**src/rtl/serial_arith_pkg.sv**
```systemverilog
// Shared definitions for the bit-serial arithmetic blocks.
//   sub_state_t   : control states of the serial subtractor
//   DEFAULT_WIDTH : default operand width
//   cnt_width()   : bit-counter width for a given operand width (minimum 1)
package serial_arith_pkg;

    typedef enum logic [1:0] {
        IDLE  = 2'd0,
        SHIFT = 2'd1,
        DONE  = 2'd2
    } sub_state_t;

    localparam int DEFAULT_WIDTH = 8;

    // The counter only has to reach WIDTH-1, so $clog2(WIDTH) bits suffice;
    // WIDTH=1 still needs a one-bit counter.
    function automatic int cnt_width(input int w);
        return (w <= 2) ? 1 : $clog2(w);
    endfunction

endpackage

```
**src/rtl/full_subtractor_1bit.sv**
```systemverilog
// Combinational 1-bit full subtractor: diff = a - b - bin.
// Ports:
//   a, b, bin : minuend bit, subtrahend bit, borrow in
//   diff      : difference bit
//   bout      : borrow out
module full_subtractor_1bit (
    input  logic a,
    input  logic b,
    input  logic bin,
    output logic diff,
    output logic bout
);

    always_comb begin
        diff = a ^ b ^ bin;
        bout = (~a & b) | (~(a ^ b) & bin);
    end

endmodule

```
**src/rtl/serial_subtractor_nbit.sv**
```systemverilog
// Bit-serial N-bit subtractor: diff = a - b - bin, one bit per clock, LSB first.
// Ports:
//   clk, rst       : clock, synchronous active-high reset
//   start          : operation request, sampled only in IDLE
//   a, b, bin      : operands and borrow in, captured on the accepted start edge
//   busy           : high during the SHIFT phase
//   done           : one-cycle pulse when diff/bout are updated
//   diff, bout     : result modulo 2^WIDTH and final borrow out (held)
module serial_subtractor_nbit
    import serial_arith_pkg::*;
#(
    parameter int WIDTH = DEFAULT_WIDTH
) (
    input  logic             clk,
    input  logic             rst,
    input  logic             start,
    input  logic [WIDTH-1:0] a,
    input  logic [WIDTH-1:0] b,
    input  logic             bin,
    output logic             busy,
    output logic             done,
    output logic [WIDTH-1:0] diff,
    output logic             bout
);

    localparam int CW = cnt_width(WIDTH);

    sub_state_t       state_q, state_d;
    logic [WIDTH-1:0] sa_q, sa_d;
    logic [WIDTH-1:0] sb_q, sb_d;
    logic [WIDTH-1:0] sr_q, sr_d;
    logic             br_q, br_d;
    logic [CW-1:0]    cnt_q, cnt_d;
    logic [WIDTH-1:0] diff_q, diff_d;
    logic             bout_q, bout_d;

    logic             fs_diff;
    logic             fs_bout;

    // Single cell; borrow is fed back through br_q.
    full_subtractor_1bit u_fs (
        .a    (sa_q[0]),
        .b    (sb_q[0]),
        .bin  (br_q),
        .diff (fs_diff),
        .bout (fs_bout)
    );

    always_comb begin
        state_d = state_q;
        sa_d    = sa_q;
        sb_d    = sb_q;
        sr_d    = sr_q;
        br_d    = br_q;
        cnt_d   = cnt_q;
        diff_d  = diff_q;
        bout_d  = bout_q;

        case (state_q)
            IDLE: begin
                if (start) begin
                    state_d = SHIFT;
                    sa_d    = a;
                    sb_d    = b;
                    br_d    = bin;
                    sr_d    = '0;
                    cnt_d   = '0;
                end
            end
            SHIFT: begin
                // Shift-then-insert keeps this valid for WIDTH=1 as well.
                sr_d            = sr_q >> 1;
                sr_d[WIDTH-1]   = fs_diff;
                sa_d            = sa_q >> 1;
                sb_d            = sb_q >> 1;
                br_d            = fs_bout;
                cnt_d           = cnt_q + 1'b1;
                if (cnt_q == CW'(WIDTH - 1)) begin
                    state_d = DONE;
                    cnt_d   = '0;
                    diff_d  = sr_d;
                    bout_d  = fs_bout;
                end
            end
            DONE: begin
                state_d = IDLE;
            end
            default: begin
                state_d = IDLE;
            end
        endcase
    end

    always_ff @(posedge clk) begin
        if (rst) begin
            state_q <= IDLE;
            sa_q    <= '0;
            sb_q    <= '0;
            sr_q    <= '0;
            br_q    <= 1'b0;
            cnt_q   <= '0;
            diff_q  <= '0;
            bout_q  <= 1'b0;
        end else begin
            state_q <= state_d;
            sa_q    <= sa_d;
            sb_q    <= sb_d;
            sr_q    <= sr_d;
            br_q    <= br_d;
            cnt_q   <= cnt_d;
            diff_q  <= diff_d;
            bout_q  <= bout_d;
        end
    end

    // Decoded straight from the state register, so still free of input paths.
    assign busy = (state_q == SHIFT);
    assign done = (state_q == DONE);
    assign diff = diff_q;
    assign bout = bout_q;

endmodule

```
**config.mk**
```make
export PLATFORM = sky130hd
export DESIGN_NAME = serial_subtractor_nbit
export DESIGN_NICKNAME = d
export VERILOG_FILES = /design/src/rtl/serial_arith_pkg.sv /design/src/rtl/full_subtractor_1bit.sv /design/src/rtl/serial_subtractor_nbit.sv
export SDC_FILE = /design/constraint.sdc
export NUM_CORES = 1
export LEC_CHECK = 0
export CAP_MARGIN = 10
export CORE_MARGIN = 2
export CORE_UTILIZATION = 30
export CTS_CLUSTER_SIZE = 25
export DETAILED_ROUTE_END_ITERATION = 16
export PLACE_DENSITY = 0.55
export SYNTH_ARGS = -nofsm -noshare
export SYNTH_HDL_FRONTEND = slang
export SYNTH_SLANG_ARGS = --single-unit
export TNS_END_PERCENT = 50
```
**constraint.sdc**
```tcl
create_clock -name clk -period 1.4 [get_ports clk]
set_clock_uncertainty 0.15 [all_clocks]
set_input_delay 0.21 -clock clk [delete_from_list [all_inputs] [get_ports clk]]
set_output_delay 0.21 -clock clk [all_outputs]
set_load 0.02 [all_outputs]
```
**After elaboration in Yosys (flattened, before gate mapping)**

Cells that the tools add are included.

- Add/subtract/negate cells: 1
- Multiply operators: 0
- Div/mod/pow operators: 0
- Magnitude comparators: 0
- Equality and inequality tests: 5
- Shifts and indexed selects: 0
- Muxes and demuxes: 14
- Bitwise logic cells: 7
- Reductions and logical operators: 5

Operators by type and width:

| cell | count |
|---|---|
| 8-bit case mux with 2 select lines | 3 |
| 8-bit 2-to-1 mux | 3 |
| 3-bit 2-to-1 mux | 2 |
| 3-bit case mux with 2 select lines | 1 |
| 2-bit AND reduction | 3 |
| 2-bit 2-to-1 mux | 2 |
| 2-bit case mux with 2 select lines | 1 |
| 3-bit by 1-bit adder with 3-bit output (second input constant) | 1 |
| 3-bit equality test (second input constant) | 1 |
| 1-bit bitwise AND | 2 |
| 2-bit by 1-bit equality test with 1-bit output (second input constant) | 1 |
| 2-bit equality test (second input constant) | 1 |
| 2-bit zero test | 1 |
| 2-bit by 1-bit inequality test with 1-bit output (second input constant) | 1 |
| 2-bit inequality test (second input constant) | 1 |
| 1-bit inverter | 2 |
| 1-bit case mux with 2 select lines | 1 |
| 2-bit nonzero test | 1 |
| 1-bit XOR | 2 |
| 1-bit 2-to-1 mux | 1 |
| 1-bit OR | 1 |

- Register bits: 39
- Bits in latches: 0
- Bits in writable memories: 0
- ROM bits: 0
- Output and inout port bits: 11
- Word-level logic and storage cells: 40
- Memories kept: 0

**Logic depth before layout (Yosys ltp)**

- Depth after elaboration: 5
- Mapped depth: 6
- Gate-level depth less buffers: 5

**Modules after synthesis**

A second synthesis with hierarchy kept.

- Cells, all modules: 167
- Area total of the unflattened synthesis: 1645.3 µm²

By module, submodules not included:

| module | times used | cells each | area each (µm²) | seq. area each (µm²) |
|---|---|---|---|---|
| serial_subtractor_nbit | 1 | 163 | 1614.0 | 760.7 |
| full_subtractor_1bit | 1 | 4 | 31.3 | 0.0 |

**Least setup slack after synthesis**

No wires, ideal clock.

- Path kind: reg2reg
- Start: register cnt_q[0]
- End: register bout_q (netlist: bout)
- Arrival time: 1174 ps
- Required time: 1107 ps
- Setup slack: -67 ps
- Cell stages (with the launch flop): 7
- Cell sequence: dfxtp_1 ha_1 ha_1 and3b_1 buf_4 nor2_1 a211oi_2

- Cells in the longest elaborated chain, start to end: 2

Ends and longest elaborated chain:

| element | line | text |
|---|---|---|
| start, declared | serial_subtractor_nbit.sv:33 | `logic [CW-1:0] cnt_q, cnt_d;` |
| start signal, assigned | serial_subtractor_nbit.sv:110 | `cnt_q <= cnt_d;` |
| 3-bit equality test | serial_subtractor_nbit.sv:78 | `if (cnt_q == CW'(WIDTH - 1)) begin` |
| 2-bit AND reduction (no line) | - |  |
| end signal, assigned | serial_subtractor_nbit.sv:112 | `bout_q <= bout_d;` |
| end, declared | serial_subtractor_nbit.sv:35 | `logic bout_q, bout_d;` |

No other way between the ends.
A chain may end at the register's enable or synchronous reset.

**Worst setup path after layout**

- Start: register cnt_q[1]
- End: register diff_q[5] (netlist: diff[5])

- Cells in the longest elaborated chain, start to end: 2

Ends and longest elaborated chain:

| element | line | text |
|---|---|---|
| 3-bit equality test | serial_subtractor_nbit.sv:78 |  |
| 2-bit AND reduction (no line) | - |  |
| end signal, assigned | serial_subtractor_nbit.sv:111 | `diff_q <= diff_d;` |
| end, declared | serial_subtractor_nbit.sv:34 | `logic [WIDTH-1:0] diff_q, diff_d;` |

No other way between the ends.

==> metrics.txt <==
Worst setup EP type register; Final ANT Viol Nets 0; synth unique cells 26; largest family of logic cells by synthesized area compound AO/OA/AOI/OAI gates; Pins Over Slew Limit 0; Synth Area per Inst 10.0 um2; Final Util 0.435; area of the mapped netlist ~0.0017 mm2; Max VDD drop ~0.00042 V; gr usage total 0.124; Synth Area in Simple Gates 0.146; CTS tree done; clock-pin slew on the worst setup and hold paths roughly 0.080 ns; post-detail-place hpwl approximately 2200 um; Crit Path Max Fanout 8; sw frac 0.262; Power Internal 0.00169 W; RSZ-0062 raised after global routing true; WP data required between 1 and 1.5 ns; Period minus WS final ~1.4 ns; buffers added on ports 30; slowest CP cell dfxtp_2; Final setup violation count 0; DR DRC count 0; initial core utilization 0.306; relative slew slack 0.812; CTS root buffer clkbuf_8; register area 768 um2; initial antenna violation count 0; sequential fraction of the synthesis area 0.457; Gate Count Post-Synth around 170; post-synth net total about 190; worst hold-check path type reg2reg; CP Cell Sequence ha_4 > ha_4 > and3b_2 > buf_6 > nand2_1 > a21oi_1; adder-cell area share of the yosys netlist 0.0270; Setup crit start kind register; Area contributors post-synth dfxtp_1 (46%), a211oi_2 (11%), mux2i_1 (8.4%), nor2_1 (6.5%), a22oi_1 (5.4%); GP Congestion between 0.7 and 0.8; die width between 70 and 80 um; Sink Count 38; # rows 27; Ports 31; Critical Path AT between 1 and 1.5 ns; post-synth top area cell dfxtp_1; synth warn 0; most frequent CP cell ha_4; # fillers 544; die area around 0.0062 mm2; Max H-tree Level 2; clk_lat worst skew slightly below 0.3 ns; vias between 1000 and 1500; # Max-Cap Violations 0; Core Footprint ~0.0054 mm2; Combinational Power Share 0.164; final hold vios 0; clock network fraction of total power 0.329; DR WL/cell 12.5 um; largest net degree at the start of global routing 39; n_diodes 0; status finished, final reports clean; CTS Buf Count 5; vias per cell about 4.6; global-route wire length before repair ~6100 um; PD cells a little under 1000 mW/mm2; Synth-to-Final Area Change 42.2%; layout cells sized above 1 0.322; Nets approximately 230; WL final 3540 um; P_sw 0.000599 W; post-synth top area share 0.457; CTS Buffer Depth 2; Detailed Route Iter0 Violations 36; GRT overflow 0; fin crit share 1.00; vias in the first global route 1281; Lkg Pwr 0.921 nW; Post-Synth XOR/XNOR Area 0; drt pass-1 iters 4; register bit total from synthesis 38; crit path kind reg2reg; Pwr Total ~0.0023 W; Seq pwr share 0.507; Compound-Gate Fraction of Synth Area 0.214; post-synthesis mux area share 0.0841; Worst-Margin Slew ~0.28 ns; multi-input logic area approximately 860 um2; Fmax 714 MHz; highest cell delay on the worst timing path ~0.34 ns; die extent in y a little under 80 um
-- synthesized netlist by cell type --
library cell   n
a2111oi_2      2
a211oi_2      14
a21oi_1        8
a22oi_1       12
and3b_1        1
buf_1          1
buf_2          3
buf_4          4
buf_6          4
clkbuf_1       2
dfxtp_1       38
fa_1           1
ha_1           2
inv_1          5
mux2i_1       14
nand2_1       16
nand3b_1       1
nor2_1        29
nor2b_1        1
nor2b_2        1
nor3_1         1
nor3b_1        1
nor3b_2        1
nor4b_1        2
o21ba_1        1
o21bai_2       1
-- flip-flops by register name, indices dropped and copies added (netlist names) --
name / cells
diff: 8
sa_q: 8
sb_q: 8
sr_q: 7
cnt_q: 3
state_q: 2
bout: 1
br_q: 1
-- per-stage QoR --
| stage | hold slack, ns | TNS, ns | area (um2) | worst slack (ns) | instances |
|---|---|---|---|---|---|
| floorplan | 0.208 | 0 | 1670 | 0.00314 | 166 |
| global placement | 0.297 | -5.14 | 2130 | -0.237 | 270 |
| detailed placement | 0.300 | -5.15 | 2130 | -0.267 | 270 |
| CTS | 0.310 | -0.394 | 2260 | -0.0559 | 282 |
| global route | 0.329 | -0.482 | 2370 | -0.0507 | 283 |
| finish | 0.306 | 0 | 2370 | 0.000354 | 283 |
-- path summary, 6_finish.rpt --
kind / startpoint / to / slack (ns) / cells after the start
setup / recovery: cnt_q[1] / diff[5] / 0.0004 / 6
hold / removal: diff[2] / diff[2] / 0.31 / 2
setup reg to reg: cnt_q[1] / diff[5] / 0.0004 / 6
hold reg to reg: diff[2] / diff[2] / 0.31 / 2
-- layer usage --
metal / GRT usage / routed length (um) / vias to the layer above
li1: - / - / 667
met1: 0.173 / 1800 / 612
met2: 0.174 / 1530 / 24
met3: 0.0322 / 139 / 4
met4: 0.0632 / 67 / 0
met5: 0 / 0 / -
-- cell usage in the layout (no fill, tap or decap), drive strengths merged, types with 2 or more instances in the layout --
cell and instances:
nor2b 2, dlygate4sd2 8, mux2i 14, buf 22, clkbuf 6, ha 2
a211oi 14, clkdlybuf4s50 19, nor4b 2, clkinv 2, nor3b 2, a22oi 12
nand2 16, nor2 29, dfxtp 38, a2111oi 2, inv 5, a21oi 8
-- cell families after synthesis --
logic type                 count (synthesis)
and+or+nand+nor                           54
DFF                                       38
buffers and inverters                     19
muxes                                     14
AOI/OAI and AO/OA                         38
adders and majority gates                  3
-- area by class of cell --
type | instances | area share
multi-input combinational | 109 | 0.362
clock buffer | 5 | 0.0291
tap | 72 | 0.0380
inverter | 5 | 0.00792
sequential | 38 | 0.324
timing repair buffer | 51 | 0.229
clock inverter | 3 | 0.00898
-- power by group through the flow --
stage / registers, W / logic, W / clock network [W]
floorplan: 0.00117 / 0.000224 / 0
global placement: 0.00118 / 0.000334 / 0
detailed placement: 0.00118 / 0.000335 / 0
CTS: 0.00116 / 0.000363 / 0.000778
global route: 0.00116 / 0.000410 / 0.000827
finish: 0.00116 / 0.000375 / 0.000751
-- critical path, delay by kind of cell, from the launching register on --
family	cells	cell delay, ns
fa+ha+maj	2	0.32
buf+inv	1	0.14
compound gates	1	0.06
flops	1	0.34
simple gates	2	0.29
-- what timing repair did --
action / in CTS / in global routing
setup buffers: 3 / 0
hold buffers: 0 / 0
pin swaps: 3 / 11
resized for setup: 24 / 21
endpoints found under the setup margin: 35 / 29
cloned: 1 / 1
No activity file was read; power rests on OpenSTA's default activity.
